`src/rtl/cpu_types_pkg.sv`:
```
// Shared CPU pipeline types: stage-register occupancy states and counter width.
// Revision: 1.0
`default_nettype none

package cpu_types_pkg;

   localparam int PIPE_CNT_W = 32;

   typedef enum logic [1:0] {
      PS_EMPTY = 2'd0,
      PS_ONE   = 2'd1,
      PS_TWO   = 2'd2
   } pipe_state_t;

endpackage

`default_nettype wire

```
`src/rtl/sat_counter.sv`:
```
// Up-counter that sticks at all-ones; cleared only by the asynchronous reset.
// Revision: 1.0
`default_nettype none

module sat_counter #(
   parameter int W = 32
) (
   input  logic         CLK,
   input  logic         nRST,
   input  logic         inc,
   output logic [W-1:0] count
);

   logic [W-1:0] count_q;
   logic [W-1:0] count_d;

   always_comb begin
      count_d = count_q;
      if (inc && (count_q != {W{1'b1}})) begin
         count_d = count_q + {{(W-1){1'b0}}, 1'b1};
      end
   end

   always_ff @(posedge CLK or negedge nRST) begin
      if (!nRST) begin
         count_q <= '0;
      end else begin
         count_q <= count_d;
      end
   end

   assign count = count_q;

endmodule

`default_nettype wire

```
`src/rtl/pipe_stage_reg.sv`:
```
// Generic valid/ready pipeline stage register with flush, NOP bubbles and optional skid entry.
// Optional perf counters enabled by macro PIPE_STAGE_PERF_EN. Revision: 1.0
`default_nettype none

module pipe_stage_reg
   import cpu_types_pkg::*;
#(
   parameter int               WIDTH     = 32,
   parameter logic [WIDTH-1:0] NOP_VALUE = '0,
   parameter int               SKID      = 1
) (
   input  logic                  CLK,
   input  logic                  nRST,
   input  logic                  flush,
   input  logic                  in_valid,
   output logic                  in_ready,
   input  logic [WIDTH-1:0]      in_data,
   output logic                  out_valid,
   input  logic                  out_ready,
   output logic [WIDTH-1:0]      out_data
`ifdef PIPE_STAGE_PERF_EN
   ,
   output logic [PIPE_CNT_W-1:0] stall_cnt,
   output logic [PIPE_CNT_W-1:0] bubble_cnt
`endif
);

   logic in_fire;
   logic out_fire;

   assign in_fire  = in_valid & in_ready;
   assign out_fire = out_valid & out_ready;

   generate
      if (SKID != 0) begin : g_skid
         pipe_state_t      state_q, state_d;
         logic [WIDTH-1:0] main_q, main_d;
         logic [WIDTH-1:0] skid_q, skid_d;

         always_ff @(posedge CLK or negedge nRST) begin
            if (!nRST) begin
               state_q <= PS_EMPTY;
               main_q  <= NOP_VALUE;
               skid_q  <= NOP_VALUE;
            end else begin
               state_q <= state_d;
               main_q  <= main_d;
               skid_q  <= skid_d;
            end
         end

         always_comb begin
            state_d = state_q;
            main_d  = main_q;
            skid_d  = skid_q;
            if (flush) begin
               state_d = PS_EMPTY;
               main_d  = NOP_VALUE;
               skid_d  = NOP_VALUE;
            end else begin
               case (state_q)
                  PS_EMPTY: begin
                     if (in_fire) begin
                        main_d  = in_data;
                        state_d = PS_ONE;
                     end
                  end
                  PS_ONE: begin
                     if (in_fire && out_fire) begin
                        main_d = in_data;
                     end else if (in_fire) begin
                        skid_d  = in_data;
                        state_d = PS_TWO;
                     end else if (out_fire) begin
                        main_d  = NOP_VALUE;
                        state_d = PS_EMPTY;
                     end
                  end
                  PS_TWO: begin
                     if (out_fire) begin
                        main_d  = skid_q;
                        skid_d  = NOP_VALUE;
                        state_d = PS_ONE;
                     end
                  end
                  default: begin
                     state_d = PS_EMPTY;
                     main_d  = NOP_VALUE;
                     skid_d  = NOP_VALUE;
                  end
               endcase
            end
         end

         // in_ready depends only on flush and registered state, never on out_ready.
         always_comb begin
            in_ready  = !flush && (state_q != PS_TWO);
            out_valid = (state_q != PS_EMPTY);
            out_data  = main_q;
         end
      end else begin : g_single
         logic             main_v_q, main_v_d;
         logic [WIDTH-1:0] main_q, main_d;

         always_ff @(posedge CLK or negedge nRST) begin
            if (!nRST) begin
               main_v_q <= 1'b0;
               main_q   <= NOP_VALUE;
            end else begin
               main_v_q <= main_v_d;
               main_q   <= main_d;
            end
         end

         always_comb begin
            main_v_d = main_v_q;
            main_d   = main_q;
            if (flush) begin
               main_v_d = 1'b0;
               main_d   = NOP_VALUE;
            end else if (in_fire) begin
               main_v_d = 1'b1;
               main_d   = in_data;
            end else if (out_fire) begin
               main_v_d = 1'b0;
               main_d   = NOP_VALUE;
            end
         end

         always_comb begin
            in_ready  = !flush && (!main_v_q || out_ready);
            out_valid = main_v_q;
            out_data  = main_q;
         end
      end
   endgenerate

`ifdef PIPE_STAGE_PERF_EN
   sat_counter #(
      .W (PIPE_CNT_W)
   ) u_stall_cnt (
      .CLK   (CLK),
      .nRST  (nRST),
      .inc   (out_valid & !out_ready),
      .count (stall_cnt)
   );

   sat_counter #(
      .W (PIPE_CNT_W)
   ) u_bubble_cnt (
      .CLK   (CLK),
      .nRST  (nRST),
      .inc   (!out_valid & out_ready),
      .count (bubble_cnt)
   );
`endif

endmodule

`default_nettype wire

```
`config.mk`:
```
export PLATFORM = sky130hd
export DESIGN_NAME = pipe_stage_reg
export DESIGN_NICKNAME = d
export VERILOG_FILES = /design/src/rtl/cpu_types_pkg.sv /design/src/rtl/sat_counter.sv /design/src/rtl/pipe_stage_reg.sv
export SDC_FILE = /design/constraint.sdc
export NUM_CORES = 1
export LEC_CHECK = 0
export ABC_AREA = 1
export BUFFER_PORTS_ARGS = -buffer_cell sky130_fd_sc_hd__buf_2
export CAP_MARGIN = 20
export CORE_AREA = 3 3 89 91
export CTS_CLUSTER_SIZE = 20
export DETAILED_ROUTE_END_ITERATION = 8
export DIE_AREA = 0 0 92 94
export HOLD_SLACK_MARGIN = 0.06
export PLACE_DENSITY = 0.78
export RECOVER_POWER = 50
export SLEW_MARGIN = 20
export SYNTH_ARGS = -nofsm -noshare
export SYNTH_HDL_FRONTEND = slang
export SYNTH_SLANG_ARGS = --single-unit
```
`constraint.sdc`:
```
create_clock -name CLK -period 2.56 [get_ports CLK]
set_input_delay 0.128 -clock CLK [delete_from_list [all_inputs] [get_ports CLK]]
set_output_delay 0.128 -clock CLK [all_outputs]
set_load 0.02 [all_outputs]
```
==> impl_metrics.csv <==
group,metric,value,unit
outcome,outcome,"finished clean",
worst_hold_path,min_path_type,"input port to flop",
setup_path,worstSetupEndpointType,"flop",
setup_path,cp_common_cell,"nand2_4",
sta,drv_slew,0,
placed_design,globalplace.congestion,0.7478,
setup_path,critPathKind,"flop to flop",
die,coreArea,7214,µm²
yosys,async_reset_ff_share,100.0,%
route,wl_per_cell,12.36,µm
route,drt_first_iter_violations,330,
clock_network,ctsHoldBuffers,1,
setup_path,r2r_end,"g_skid.skid_q[20]$_DFFE_PN0P_",
yosys,ys_types,20,
yosys,syn_inst,589,
power,peakVddDrop,0.0003650,V
worst_hold_path,min_delay_worst_endpoint,"g_skid.skid_q[31]$_DFFE_PN0P_",
sta,worst_clock_skew,0.008183,ns
route,route.detailed.drc,0,
clock_network,insertion_delay,0.34,ns
final_layout,areaGrowthSynthToFinish,11.86,%
sta,period_needed,2.007,ns
yosys,syn-cell-area,3913,µm²
setup_path,cp.required,2.83,ns
final_layout,finalNonFillerCells,745,
global_route,grt_pass1_wl,16.08,mm
clock_network,cts_buffer_depth,2,
clock_network,h-tree-depth,3,
yosys,yosysSeqAreaShare,42.21,%
placed_design,dp_hpwl,5.842,mm
route,ant_nets,0,
setup_path,r2r_slack,0.55,ns
clock_network,clock-sinks,66,
run,maxCapViolCount,0,
setup_path,slowest_delay,0.51,ns
die,die_h,94,µm
die,row_count,31,
die,start_util,54.23,%
sta,fin_crit_sh,78.39,%
power,power,3.378,mW
final_layout,drive_above_1_share,13.78,%
global_route,grt_max_degree,66,
route,wirelength,9.207,mm
final_layout,final_util,60.67,%
global_route,grt_use_total,22.83,%
clock_network,cts_tree,"yes",
placed_design,post_dp_cell_area,4230,µm²
placed_design,dpl.cell_count,729,
worst_hold_path,hold-path-cell-count,5,
yosys,synth_edf_count,0,
yosys,ys.flop_type,"dfrtp_1",
final_layout,postLayoutCellArea,4377,µm²
power,p_leak,2.546,nW
sta,setup_violations,0,
clock_network,ctsResizeCount,0,
yosys,syn_nets,626,
sta,tns,0,ns
sta,fmax,498.3,MHz
setup_path,cp_slowest_cell,"dfrtp_1",
sta,hold_violations,0,
yosys,synth_area_per_cell,6.643,µm²
global_route,antenna_found_initial,0,
sta,fin_ws,0.5531,ns
route,via_count,3673,
setup_path,timing.rr.start,"g_skid.state_q[0]$_DFFE_PN0P_",
setup_path,arrival,2.28,ns
final_layout,final_nets,679,
die,die_w,92,µm
route,viasPerCell,4.930,
clock_network,cts_buffers,9,
power,power_density,771.9,nW/µm²
placed_design,portBuffers,70,
route,firstDrtPassIters,4,
die,ios,71,
global_route,grt_pass1_vias,3500,
yosys,yosysWarnings,0,
sta,tightest_slew,1.136,ns
clock_network,clk_pin_slew,0.07,ns
sta,rsz0062_at_grt,"no",
setup_path,cp_max_fo,35,
final_layout,diodes,0,
clock_network,cts-root-buf,"clkbuf_8",
setup_path,worst_r2r_path_depth,8,
sta,fin_hold_ws,0.1714,ns
setup_path,path_cells,"inv_2 > nand2_4 > nand2_4 > nor2_8 > nand2_4 > nand2_4 > nand2_1 > nand2_1",
setup_path,startpoint_type,"flop",
clock_network,cts_setup_buffers,0,
worst_hold_path,hold_start,"in_data[31]",
sta,relSlewSlack,24.25,%
placed_design,post-place-ws,0.5840,ns
global_route,overflow,0,
yosys,synth-seq-cells,66,
die,die_area,8648,µm²
registers in the layout (all words and copies together), names as in the netlist:
| signal | flops |
|---|---|
| g_skid.state_q | 2 |
| out_data | 32 |
| g_skid.skid_q | 32 |
logic make-up (layout without fill, tap and decap cells):
kind of cell	Yosys count	in the layout	share of synthesized area (%)
DFF	66	66	42.21
buffers and inverters	106	163	12.38
and+or+nand+nor	382	382	40.93
AOI/OAI and AO/OA	35	35	4.477
where the power goes:
group | internal [mW] | total [mW] | switching (mW)
Sequential | 1.26 | 1.38 | 0.122
Combinational | 0.349 | 1.25 | 0.904
Clock | 0.338 | 0.745 | 0.406
Total | 1.95 | 3.38 | 1.43
worst max-delay path, delay by kind of cell, from the launching register on:
family / cells / cell delay, ns
buf+inv: 1 / 0.10
flops: 1 / 0.51
simple gates: 7 / 1.31
layout by cell type, fill, tap and decap left out, types with 2 or more instances in the layout:
cell type | synthesis | final
dfrtp_1 | 66 | 66
clkbuf_1 | 8 | 18
buf_4 | 6 | 6
nand2_1 | 267 | 267
clkinvlp_4 | 0 | 2
inv_2 | 4 | 4
nor3_1 | 32 | 32
clkinv_2 | 0 | 4
nand2_2 | 2 | 2
inv_1 | 66 | 66
clkbuf_8 | 0 | 9
nand3_1 | 33 | 33
nor2_4 | 2 | 2
nand2_4 | 4 | 4
buf_2 | 15 | 52
nor2_1 | 39 | 39
o21ai_0 | 34 | 34
synth_stat cells (6+ instances only):
cell | number | area (µm²)
o21ai_0 | 34 | 170.2
nand3_1 | 33 | 165.2
inv_1 | 66 | 247.7
buf_6 | 6 | 67.56
buf_2 | 15 | 75.07
nor2_1 | 39 | 146.4
dfrtp_1 | 66 | 1652
buf_4 | 6 | 45.04
nor3_1 | 32 | 160.2
clkbuf_1 | 8 | 30.03
nand2_1 | 267 | 1002
final cells by class:
type,instances,area (µm²)
Clock buffer,9,123.9
Clock inverter,6,35.03
Fill cell,728,2838
Inverter,70,262.8
Multi-Input combinational cell,417,1777
Sequential cell,66,1652
Tap cell,99,123.9
Timing Repair Buffer,78,402.9
per-layer routing:
layer	track usage, %	share of wire (%)	vias up
li1	-	-	1876
met1	30.31	45	1665
met2	37.35	47	123
met3	4.006	7.3	9
met4	8.787	0.99	0
met5	0	0	-
worst max path at each step:
stage,from,to,cells after the start
after global routing,g_skid.state_q[0]$_DFFE_PN0P_,g_skid.skid_q[29]$_DFFE_PN0P_,8
after detailed placement,g_skid.state_q[0]$_DFFE_PN0P_,g_skid.skid_q[11]$_DFFE_PN0P_,8
after CTS,g_skid.state_q[0]$_DFFE_PN0P_,g_skid.skid_q[20]$_DFFE_PN0P_,8
after global placement,g_skid.state_q[0]$_DFFE_PN0P_,g_skid.skid_q[5]$_DFFE_PN0P_,8
after floorplan,g_skid.state_q[0]$_DFFE_PN0P_,g_skid.skid_q[0]$_DFFE_PN0P_,7
final,g_skid.state_q[0]$_DFFE_PN0P_,g_skid.skid_q[20]$_DFFE_PN0P_,8
No activity file was read; power rests on OpenSTA's default activity.
